`config.mk`:
```
export PLATFORM = sky130hd
export DESIGN_NAME = axi_wb_stream_burst_flat
export DESIGN_NICKNAME = d
export VERILOG_FILES = /design/src/rtl/axi_wb_pkg.sv /design/src/rtl/axi_wb_stream_burst_if.sv /design/src/rtl/axi_wb_burst_calc.sv /design/src/rtl/axi_wb_stream_burst.sv /design/src/flat_wrapper.sv
export SDC_FILE = /design/constraint.sdc
export NUM_CORES = 1
export LEC_CHECK = 0
export ABC_AREA = 0
export BUFFER_PORTS_ARGS = -buffer_cell sky130_fd_sc_hd__buf_4
export CORE_AREA = 2 2 103 105
export CTS_CLUSTER_SIZE = 12
export DETAILED_ROUTE_END_ITERATION = 16
export DIE_AREA = 0 0 105 107
export HOLD_SLACK_MARGIN = 0.06
export MAX_ROUTING_LAYER = met4
export PLACE_DENSITY = 0.77
export RECOVER_POWER = 25
export SLEW_MARGIN = 40
export SYNTH_ARGS = -nofsm -noshare
export SYNTH_HDL_FRONTEND = slang
export SYNTH_SLANG_ARGS = --single-unit
export TNS_END_PERCENT = 10
```
`constraint.sdc`:
```
create_clock -name clk -period 3.6 [get_ports clk]
set_input_delay 0.36 -clock clk [delete_from_list [all_inputs] [get_ports clk]]
set_output_delay 0.36 -clock clk [all_outputs]
set_load 0.01 [all_outputs]
```
`src/rtl/axi_wb_pkg.sv`:
```
// rtl/axi_wb_pkg.sv - shared state type, AXI constants and clog2 helper for the stream-to-AXI burst writer
package axi_wb_pkg;

  typedef enum logic [2:0] {
    S_IDLE,
    S_AW,
    S_W,
    S_B,
    S_DONE
  } state_e;

  localparam logic [1:0] AXI_BURST_INCR = 2'b01;
  localparam logic [1:0] AXI_RESP_OKAY  = 2'b00;
  localparam int         AXI_4K         = 4096;

  function automatic int clog2(input int value);
    int r;
    r = 0;
    while ((1 << r) < value) r++;
    return r;
  endfunction

endpackage

```
`src/rtl/axi_wb_stream_burst_if.sv`:
```
// rtl/axi_wb_stream_burst_if.sv - stream input plus AXI4 write-channel bundle for the burst writer
interface axi_wb_stream_burst_if #(
  parameter int ADDR_W = 16,
  parameter int DATA_W = 32
);

  logic [DATA_W-1:0]   s_data;
  logic                s_valid;
  logic                s_ready;

  logic [ADDR_W-1:0]   m_awaddr;
  logic [7:0]          m_awlen;
  logic [2:0]          m_awsize;
  logic [1:0]          m_awburst;
  logic                m_awvalid;
  logic                m_awready;

  logic [DATA_W-1:0]   m_wdata;
  logic [DATA_W/8-1:0] m_wstrb;
  logic                m_wlast;
  logic                m_wvalid;
  logic                m_wready;

  logic [1:0]          m_bresp;
  logic                m_bvalid;
  logic                m_bready;

  modport master (
    input  s_data, s_valid,
    output s_ready,
    output m_awaddr, m_awlen, m_awsize, m_awburst, m_awvalid,
    input  m_awready,
    output m_wdata, m_wstrb, m_wlast, m_wvalid,
    input  m_wready,
    input  m_bresp, m_bvalid,
    output m_bready
  );

  modport slave (
    output s_data, s_valid,
    input  s_ready,
    input  m_awaddr, m_awlen, m_awsize, m_awburst, m_awvalid,
    output m_awready,
    input  m_wdata, m_wstrb, m_wlast, m_wvalid,
    output m_wready,
    output m_bresp, m_bvalid,
    input  m_bready
  );

endinterface

```
`src/rtl/axi_wb_burst_calc.sv`:
```
// rtl/axi_wb_burst_calc.sv - next burst length: min(remaining, MAX_BURST, beats left before the 4 KB boundary)
module axi_wb_burst_calc
  import axi_wb_pkg::*;
#(
  parameter int ADDR_W    = 16,
  parameter int DATA_W    = 32,
  parameter int LEN_W     = 16,
  parameter int MAX_BURST = 16
) (
  input  logic [ADDR_W-1:0] addr_i,
  input  logic [LEN_W-1:0]  remaining_i,
  output logic [8:0]        beats_o
);

  localparam int SZ = clog2(DATA_W / 8);
  localparam int CW = (LEN_W > 13) ? LEN_W : 13;

  logic [12:0]   to_4k_bytes;
  logic [CW-1:0] to_4k_c;
  logic [CW-1:0] rem_c;
  logic [CW-1:0] min_c;

  // Address is beat-aligned, so the byte distance divides exactly into beats.
  assign to_4k_bytes = 13'(AXI_4K) - {1'b0, 12'(addr_i)};
  assign to_4k_c     = CW'(to_4k_bytes >> SZ);
  assign rem_c       = CW'(remaining_i);

  always_comb begin
    min_c = CW'(MAX_BURST);
    if (to_4k_c < min_c) min_c = to_4k_c;
    if (rem_c < min_c)   min_c = rem_c;
  end

  assign beats_o = 9'(min_c);

endmodule

```
`src/rtl/axi_wb_stream_burst.sv`:
```
// rtl/axi_wb_stream_burst.sv - drains a ready/valid stream into memory as 4K-safe AXI4 INCR write bursts
// Optional: AXI_WB_STREAM_BRESP_CHECK_EN makes a non-OKAY bresp set err and abort the transfer.
module axi_wb_stream_burst
  import axi_wb_pkg::*;
#(
  parameter int ADDR_W    = 16,
  parameter int DATA_W    = 32,
  parameter int LEN_W     = 16,
  parameter int MAX_BURST = 16
) (
  input  logic                  clk,
  input  logic                  rst,
  input  logic                  start_i,
  input  logic [ADDR_W-1:0]     base_addr_i,
  input  logic [LEN_W-1:0]      len_i,
  output logic                  busy_o,
  output logic                  done_o,
  output logic                  err_o,
  axi_wb_stream_burst_if.master bus
);

  localparam int SZ = clog2(DATA_W / 8);
  localparam logic [ADDR_W-1:0] ALIGN_MASK = ~ADDR_W'((1 << SZ) - 1);

  state_e            state_q, state_d;
  logic [ADDR_W-1:0] addr_q, addr_d;
  logic [LEN_W-1:0]  rem_q, rem_d;
  logic [8:0]        beats_q, beats_d;
  logic [7:0]        cnt_q, cnt_d;
  logic              busy_q, busy_d;
  logic              done_q, done_d;
  logic              err_q, err_d;

  logic [ADDR_W-1:0] next_addr, calc_addr;
  logic [LEN_W-1:0]  next_rem, calc_rem;
  logic [8:0]        calc_beats;
  logic [7:0]        awlen;
  logic              bresp_bad;

  // Address and remaining count as they will be once the current burst is acknowledged.
  assign next_addr = addr_q + (ADDR_W'(beats_q) << SZ);
  assign next_rem  = rem_q - LEN_W'(beats_q);
  assign calc_addr = (state_q == S_IDLE) ? (base_addr_i & ALIGN_MASK) : next_addr;
  assign calc_rem  = (state_q == S_IDLE) ? len_i : next_rem;
  assign awlen     = 8'(beats_q - 9'd1);

  axi_wb_burst_calc #(
    .ADDR_W   (ADDR_W),
    .DATA_W   (DATA_W),
    .LEN_W    (LEN_W),
    .MAX_BURST(MAX_BURST)
  ) u_calc (
    .addr_i     (calc_addr),
    .remaining_i(calc_rem),
    .beats_o    (calc_beats)
  );

`ifdef AXI_WB_STREAM_BRESP_CHECK_EN
  assign bresp_bad = (bus.m_bresp != AXI_RESP_OKAY);
`else
  logic unused_bresp;
  assign unused_bresp = ^bus.m_bresp;
  assign bresp_bad    = 1'b0;
`endif

  always_comb begin
    state_d = state_q;
    addr_d  = addr_q;
    rem_d   = rem_q;
    beats_d = beats_q;
    cnt_d   = cnt_q;
    busy_d  = busy_q;
    done_d  = done_q;
    err_d   = err_q;
    unique case (state_q)
      S_IDLE: begin
        if (start_i) begin
          addr_d  = calc_addr;
          rem_d   = len_i;
          beats_d = calc_beats;
          busy_d  = 1'b1;
          done_d  = 1'b0;
          err_d   = 1'b0;
          state_d = (len_i == '0) ? S_DONE : S_AW;
        end
      end
      S_AW: begin
        if (bus.m_awready) begin
          cnt_d   = awlen;
          state_d = S_W;
        end
      end
      S_W: begin
        if (bus.s_valid && bus.m_wready) begin
          cnt_d = cnt_q - 8'd1;
          if (cnt_q == 8'd0) state_d = S_B;
        end
      end
      S_B: begin
        if (bus.m_bvalid) begin
          addr_d  = next_addr;
          rem_d   = next_rem;
          beats_d = calc_beats;
          if (bresp_bad) begin
            err_d   = 1'b1;
            state_d = S_DONE;
          end else if (next_rem == '0) begin
            state_d = S_DONE;
          end else begin
            state_d = S_AW;
          end
        end
      end
      S_DONE: begin
        // busy/done flip on the way out so a start seen here is still ignored.
        busy_d  = 1'b0;
        done_d  = 1'b1;
        state_d = S_IDLE;
      end
      default: state_d = S_IDLE;
    endcase
  end

  always_ff @(posedge clk or negedge rst) begin
    if (!rst) begin
      state_q <= S_IDLE;
      addr_q  <= '0;
      rem_q   <= '0;
      beats_q <= '0;
      cnt_q   <= '0;
      busy_q  <= 1'b0;
      done_q  <= 1'b0;
      err_q   <= 1'b0;
    end else begin
      state_q <= state_d;
      addr_q  <= addr_d;
      rem_q   <= rem_d;
      beats_q <= beats_d;
      cnt_q   <= cnt_d;
      busy_q  <= busy_d;
      done_q  <= done_d;
      err_q   <= err_d;
    end
  end

  assign busy_o = busy_q;
  assign done_o = done_q;
  assign err_o  = err_q;

  assign bus.m_awaddr  = addr_q;
  assign bus.m_awlen   = awlen;
  assign bus.m_awsize  = 3'(SZ);
  assign bus.m_awburst = AXI_BURST_INCR;
  assign bus.m_awvalid = (state_q == S_AW);
  assign bus.m_wdata   = bus.s_data;
  assign bus.m_wstrb   = '1;
  assign bus.m_wvalid  = (state_q == S_W) && bus.s_valid;
  assign bus.s_ready   = (state_q == S_W) && bus.m_wready;
  assign bus.m_wlast   = (state_q == S_W) && (cnt_q == 8'd0);
  assign bus.m_bready  = (state_q == S_B);

endmodule
```
`src/flat_wrapper.sv`:
```
// flat-port wrapper written by rule: the top's interface ports become plain ports
module axi_wb_stream_burst_flat import axi_wb_pkg::*;
#(
  parameter int ADDR_W    = 16,
  parameter int DATA_W    = 32,
  parameter int LEN_W     = 16,
  parameter int MAX_BURST = 16
)
  (clk, rst, start_i, base_addr_i, len_i, busy_o, done_o, err_o, bus_s_data, bus_s_valid, bus_s_ready, bus_m_awaddr, bus_m_awlen, bus_m_awsize, bus_m_awburst, bus_m_awvalid, bus_m_awready, bus_m_wdata, bus_m_wstrb, bus_m_wlast, bus_m_wvalid, bus_m_wready, bus_m_bresp, bus_m_bvalid, bus_m_bready);
  axi_wb_stream_burst_if #(.ADDR_W(ADDR_W), .DATA_W(DATA_W)) bus_i ();
  input  logic clk;
  input  logic rst;
  input  logic start_i;
  input  logic [ADDR_W-1:0] base_addr_i;
  input  logic [LEN_W-1:0] len_i;
  output logic busy_o;
  output logic done_o;
  output logic err_o;
  input wire logic [$bits(bus_i.s_data)-1:0] bus_s_data;
  input wire logic [$bits(bus_i.s_valid)-1:0] bus_s_valid;
  output wire logic [$bits(bus_i.s_ready)-1:0] bus_s_ready;
  output wire logic [$bits(bus_i.m_awaddr)-1:0] bus_m_awaddr;
  output wire logic [$bits(bus_i.m_awlen)-1:0] bus_m_awlen;
  output wire logic [$bits(bus_i.m_awsize)-1:0] bus_m_awsize;
  output wire logic [$bits(bus_i.m_awburst)-1:0] bus_m_awburst;
  output wire logic [$bits(bus_i.m_awvalid)-1:0] bus_m_awvalid;
  input wire logic [$bits(bus_i.m_awready)-1:0] bus_m_awready;
  output wire logic [$bits(bus_i.m_wdata)-1:0] bus_m_wdata;
  output wire logic [$bits(bus_i.m_wstrb)-1:0] bus_m_wstrb;
  output wire logic [$bits(bus_i.m_wlast)-1:0] bus_m_wlast;
  output wire logic [$bits(bus_i.m_wvalid)-1:0] bus_m_wvalid;
  input wire logic [$bits(bus_i.m_wready)-1:0] bus_m_wready;
  input wire logic [$bits(bus_i.m_bresp)-1:0] bus_m_bresp;
  input wire logic [$bits(bus_i.m_bvalid)-1:0] bus_m_bvalid;
  output wire logic [$bits(bus_i.m_bready)-1:0] bus_m_bready;
  assign bus_i.s_data = bus_s_data;
  assign bus_i.s_valid = bus_s_valid;
  assign bus_s_ready = bus_i.s_ready;
  assign bus_m_awaddr = bus_i.m_awaddr;
  assign bus_m_awlen = bus_i.m_awlen;
  assign bus_m_awsize = bus_i.m_awsize;
  assign bus_m_awburst = bus_i.m_awburst;
  assign bus_m_awvalid = bus_i.m_awvalid;
  assign bus_i.m_awready = bus_m_awready;
  assign bus_m_wdata = bus_i.m_wdata;
  assign bus_m_wstrb = bus_i.m_wstrb;
  assign bus_m_wlast = bus_i.m_wlast;
  assign bus_m_wvalid = bus_i.m_wvalid;
  assign bus_i.m_wready = bus_m_wready;
  assign bus_i.m_bresp = bus_m_bresp;
  assign bus_i.m_bvalid = bus_m_bvalid;
  assign bus_m_bready = bus_i.m_bready;
  axi_wb_stream_burst #(.ADDR_W(ADDR_W), .DATA_W(DATA_W), .LEN_W(LEN_W), .MAX_BURST(MAX_BURST)) u_core (.clk(clk), .rst(rst), .start_i(start_i), .base_addr_i(base_addr_i), .len_i(len_i), .busy_o(busy_o), .done_o(done_o), .err_o(err_o), .bus(bus_i));
endmodule
```
[Word level (Yosys, flattened, before mapping)]
Cells that the tools add are included.
Word-level totals
  register bits after elaboration: 54
  bits of input ports: 73
  output and inout port bits: 73
  logic and storage cells: 66
Cells by class
  $add $sub $neg: 5
  order comparisons: 2
  equality and inequality tests: 9
  multiplexer cells: 28
  reduce and logical (&&, ||, !) cells: 15
Operators by type and width (number)
  two-way mux 16 bit: 6
  one-hot mux 16 bit (2 select lines): 2
  zero test 16 bit: 2
  two-way mux 9 bit: 3
  two-way mux 3 bit: 7
  one-hot mux 9 bit (2 select lines): 1
  adder 16 x 11 -> 16 bit: 1
  < comparator 16 x 11 -> 1 bit: 1
  two-way mux 8 bit: 2
  one-hot mux 8 bit (2 select lines): 1
  subtractor 16 x 9 -> 16 bit: 1
  subtractor 8 x 1 -> 8 bit (second input constant): 2
  subtractor 13 x 12 -> 13 bit (first input constant): 1
  one-hot mux 3 bit (4 select lines): 1
  < comparator 11 x 5 -> 1 bit (second input constant): 1
  two-way mux 11 bit: 1
  zero test 8 bit: 1
  equality test 3 x 2 -> 1 bit (second input constant): 2
  != test 2 x 1 -> 1 bit (second input constant): 3
  AND reduction 3 bit: 2
  nonzero test 2 bit: 3
  AND reduction 5 bit: 1
  logical AND 1 bit: 4
  != test 2 bit (second input constant): 2
  6 further kinds: 8

[Longest topological paths before layout]
  depth after elaboration: 9
  mapped depth: 20
  depth with buffers taken out: 19

[By module]
From an unflattened synthesis, not the netlist that was laid out.
Second synthesis, totals
  cell total of the unflattened synthesis: 659
  area, all modules: 5067.4 sq um
Modules (own cells, without submodules)
  axi_wb_stream_burst: instances 1, cells an instance 602, area each 4615.7 sq um, seq. area each 1351.3 sq um
  axi_wb_burst_calc: instances 1, cells an instance 57, area each 451.7 sq um, seq. area each 0.0 sq um

[Least setup slack after synthesis]
OpenSTA, ideal clock, no wires.
  path kind: reg2reg
  start point: reg u_core.beats_q[0]
  end point: reg u_core.beats_q[0]
  setup time: 138 ps
  arrival: 3718 ps
  required time: 3462 ps
  path slack: -256 ps
  cell stages (with the launch flop): 21
  buffers on the path: 1
  clock period less this slack: 3856 ps
  path through: dfrtp_1 > ha_1 > inv_1 > fa_1 > nor2b_1 > o31a_1 > or2_2 > o211ai_1 > a2111oi_4 > o211ai_1 > inv_2 > o211ai_1 > ha_1 > o21ai_0 > nand2b_1 > a21oi_1 > or3_1 > o211ai_2 > buf_6 > mux2i_1 > a21oi_1
On the way
  word-level cells in the longest chain between the ends: 9
  elaborated cells between the ends (all ways): 12
  classes of those cells: add/sub: 3; order compare: 2; mux: 7
RTL lines
  from (decl): line axi_wb_stream_burst.sv:28  | logic [8:0] beats_q, beats_d;
  from (signal assigned): line axi_wb_stream_burst.sv:138  | beats_q <= beats_d;
  adder 16 x 11 -> 16 bit: line axi_wb_stream_burst.sv:41  | assign next_addr = addr_q + (ADDR_W'(beats_q) << SZ);
  two-way mux 16 bit: line axi_wb_stream_burst.sv:43  | assign calc_addr = (state_q == S_IDLE) ? (base_addr_i & ALIGN_MASK) : next_addr;
  subtractor 13 x 12 -> 13 bit: line axi_wb_burst_calc.sv:24  | assign to_4k_bytes = 13'(AXI_4K) - {1'b0, 12'(addr_i)};
  < comparator 11 x 5 -> 1 bit: line axi_wb_burst_calc.sv:30  | if (to_4k_c < min_c) min_c = to_4k_c;
  two-way mux 11 bit: line axi_wb_burst_calc.sv:30
  < comparator 16 x 11 -> 1 bit: line axi_wb_burst_calc.sv:31  | if (rem_c < min_c) min_c = rem_c;
  two-way mux 9 bit (*): line axi_wb_burst_calc.sv:31
  two-way mux 9 bit, on equally long branches: line axi_wb_stream_burst.sv:100, axi_wb_stream_burst.sv:77
  one-hot mux 9 bit (2 select lines) (*): line axi_wb_stream_burst.sv:75  | unique case (state_q)
Mark *: on every way between the ends. The rest lies on a longest branch, timed or not. The select of a mux whose other input is x is not followed.
A chain may end at the register's enable or synchronous reset.

[Worst setup path after layout]
  start point: reg u_core.beats_q[0]
  end point: reg u_core.beats_q[2]
Same word-level chain as after synthesis.

==> results.toml <==
[timing]
hold_violations = 0
layout_min_cycle_time_ps = 4150
fmax_ghz = 0.241
grt_setup_unrepaired = "true"
fin_skew_ps = 15.3
finalSetupTns_ps = -4380
fin_ws_ps = -548
relSlewSlack = -1.06
drv_slew = 55
fin_crit_sh = 1.15
setup_viol = 9
worst_pin_slew_ps = 3100

[setup_path]
critical_path_arrival_ps = 4410
r2r_cells = 22
critPathMaxFanout = 8
regToRegSetupSlack_ps = -550
cp-start-kind = "flop"
critPathKind = "flop to flop"
cp-end-kind = "flop"
worstPathRequired_ps = 3860
reg2reg_to = "u_core.beats_q[2]$_DFFE_PN0P_"
r2r_start = "u_core.beats_q[0]$_DFFE_PN0P_"

[synthesis]
synth_simple_gate_area_frac = 0.210
ys.flop_type = "dfrtp_1"
yosysSeqAreaShare = 0.283
ys_types = 67
synth.ff_latch_count = 54
synth_fa_ha_area_frac = 0.0896
synth.area.mux_share = 0.0254
synth_top_family_by_area = "compound AO/OA/AOI/OAI gates"
async_reset_ff_frac = 1.00
synth-compound-area-share = 0.242
synthXorXnorAreaFrac = 0.0367
yosys_warnings = 0
syn_inst = 600
synth_area_per_cell_um2 = 7.96
synthesis.area_um2 = 4780
synth-edff-count = 0

[route]
wl_met3_um = 902
drtPass1Iterations = 5
drc = 0
topRoutingLayerUsed = "met4"
drt_first_iter_violations = 309
met1Wirelength_um = 5930
antenna_left = 0
drt_wl_total_um = 13800
via_per_inst = 5.65
wl_per_cell_um = 16.2
vias = 4799
dr_wl_met2_um = 6460

[die]
fp.dieW_um = 105
core_um2 = 10100
ios = 146
die_area_um2 = 11200
core.rowCount = 37
die_height_um = 107
initial_core_util = 0.473

[power_and_ir_drop]
leakage_nw = 2.78
peakVddDrop_v = 0.000449
power_density_nw_per_um2 = 1250
p_total_mw = 7.49

[grt]
track_usage = 0.251
grt_max_degree = 55
grt_antenna_before_repair = 0
overflow = 0
grt_pass1_wl_um = 22300
grt_pass1_vias = 4714

[clock_tree]
clkTransAtPathRegs_ps = 110
clock_path_buffers = 2
root_buffer = "clkbuf_8"
clk_latency_ps = 320
numCtsBuffers = 5
htreeDepth = 2
cts_tree = "yes"
cts_sinks = 54

[run_status]
violations = "capacitance limit, slew limit, setup timing"
status = "finished, violations left"

[final_layout]
layout_common_cells = "buf_4 (160), nor2_1 (66), nand2_1 (64), dfrtp_1 (54), a21oi_1 (48)"
drive_gt1_frac = 0.293
layout.nets = 819
stdcell_area_um2 = 5970
fill_cells = 934
antennaDiodeCount = 0
seqCellArea_um2 = 1350
multi_input_area_um2 = 3030
area_growth_syn_to_layout_pct = 25.0
final_common_cell = "buf_4"
final_core_util = 0.592

[job]
drv_cap = 1

[placement]
place.port_buffers = 67
gp_congestion = 0.950
pre_cts_ws_ps = -492
place_area_um2 = 5700
dp_hpwl_um = 10300

[hold_path]
min_to = "u_core.state_q[1]$_DFFE_PN0P_"
hold-path-cell-count = 2
hold_start = "bus_m_bvalid"
hp-class = "input port to flop"
## cells in the mapped netlist (11+ instances only)
library cell,count,area (um2)
a21o_1,11,82.6
o21ai_0,37,185
dfrtp_1,54,1350
ha_1,31,388
nand2_1,64,240
buf_4,43,323
nor2_1,66,248
inv_1,19,71.3
xnor2_1,13,114
nor3_1,17,85.1
a21oi_1,51,255
clkbuf_1,22,82.6
## cell type report
class | instances | area share
tap | 136 | 0.0285
clock inverter | 2 | 0.00629
sequential | 54 | 0.226
inverter | 21 | 0.0132
multi-input combinational | 468 | 0.508
clock buffer | 6 | 0.0122
timing repair buffer | 163 | 0.206
## worst max path at each step
| stage | start | slack (ps) | end | cells past startpoint |
|---|---|---|---|---|
| 2_1_floorplan | u_core.beats_q[0]$_DFFE_PN0P_ | -110 | u_core.beats_q[0]$_DFFE_PN0P_ | 20 |
| 3_3_place_gp | u_core.rem_q[0]$_DFFE_PN0P_ | -340 | u_core.beats_q[2]$_DFFE_PN0P_ | 16 |
| 3_5_place_dp | u_core.beats_q[0]$_DFFE_PN0P_ | -490 | u_core.beats_q[2]$_DFFE_PN0P_ | 19 |
| 4_1_cts | u_core.beats_q[0]$_DFFE_PN0P_ | -440 | u_core.beats_q[2]$_DFFE_PN0P_ | 19 |
| 5_1_grt | u_core.beats_q[0]$_DFFE_PN0P_ | -760 | u_core.beats_q[2]$_DFFE_PN0P_ | 20 |
| 6_report | u_core.beats_q[0]$_DFFE_PN0P_ | -550 | u_core.beats_q[2]$_DFFE_PN0P_ | 22 |
## layer usage
layer	global-route usage	vias to the layer above
li1	-	2310
met1	0.308	2246
met2	0.412	192
met3	0.0407	51
met4	0.110	0
met5	-	-
## critical path, cell delays in order, from the launching register on
cell,delay (ps)
dfrtp_1,420
ha_2,200
inv_2,50
fa_2,210
nor2b_2,50
buf_4,120
o21a_1,180
or4_1,480
o211ai_1,190
a2111oi_4,100
o211ai_1,170
inv_2,100
buf_4,140
buf_4,130
ha_1,180
a21o_1,170
a21o_1,180
a21oi_2,120
o21ai_1,80
a21oi_2,190
o211ai_4,170
mux2_4,350
a21oi_2,110
## stage by stage
stage          std cells  hold slack (ps)
6_report             850              248
3_5_place_dp         830              471
4_1_cts              847              123
2_1_floorplan        614             64.4
5_1_grt              850              253
3_3_place_gp         830              463
## cells by family after synthesis
logic type               Yosys count
AND/OR/NAND/NOR                  212
AO/OA/AOI/OAI                    176
buffers and inverters             92
flip-flops                        54
adder cells (fa/ha/maj)           33
XOR/XNOR                          20
multiplexers                      11
other                              2
## registers in the layout, indices dropped and copies added (netlist names)
name                 cells
u_core.beats_q           9
u_core.done_o            1
u_core.state_q           3
u_core.cnt_q             8
u_core.busy_o            1
u_core.rem_q            16
u_core.bus.m_awaddr     16
## report_power, final
part	switching (mW)	total, mW	leakage [nW]	internal, mW
clock	0.224	0.432	0.0514	0.208
combinational	3.07	5.92	2.09	2.86
sequential	0.255	1.13	0.644	0.873
## repair_timing
| action | 4_1_cts | 5_1_grt |
|---|---|---|
| resized for setup | 10 | 10 |
| hold buffers | 0 | 0 |
| hold endpoints to repair | 0 | 0 |
| setup buffers | 9 | 3 |
| pin swaps | 18 | 14 |
| gates cloned | 0 | 0 |
| setup endpoints to repair | 9 | 9 |
Note: power is estimated with default switching activity, not from simulation.
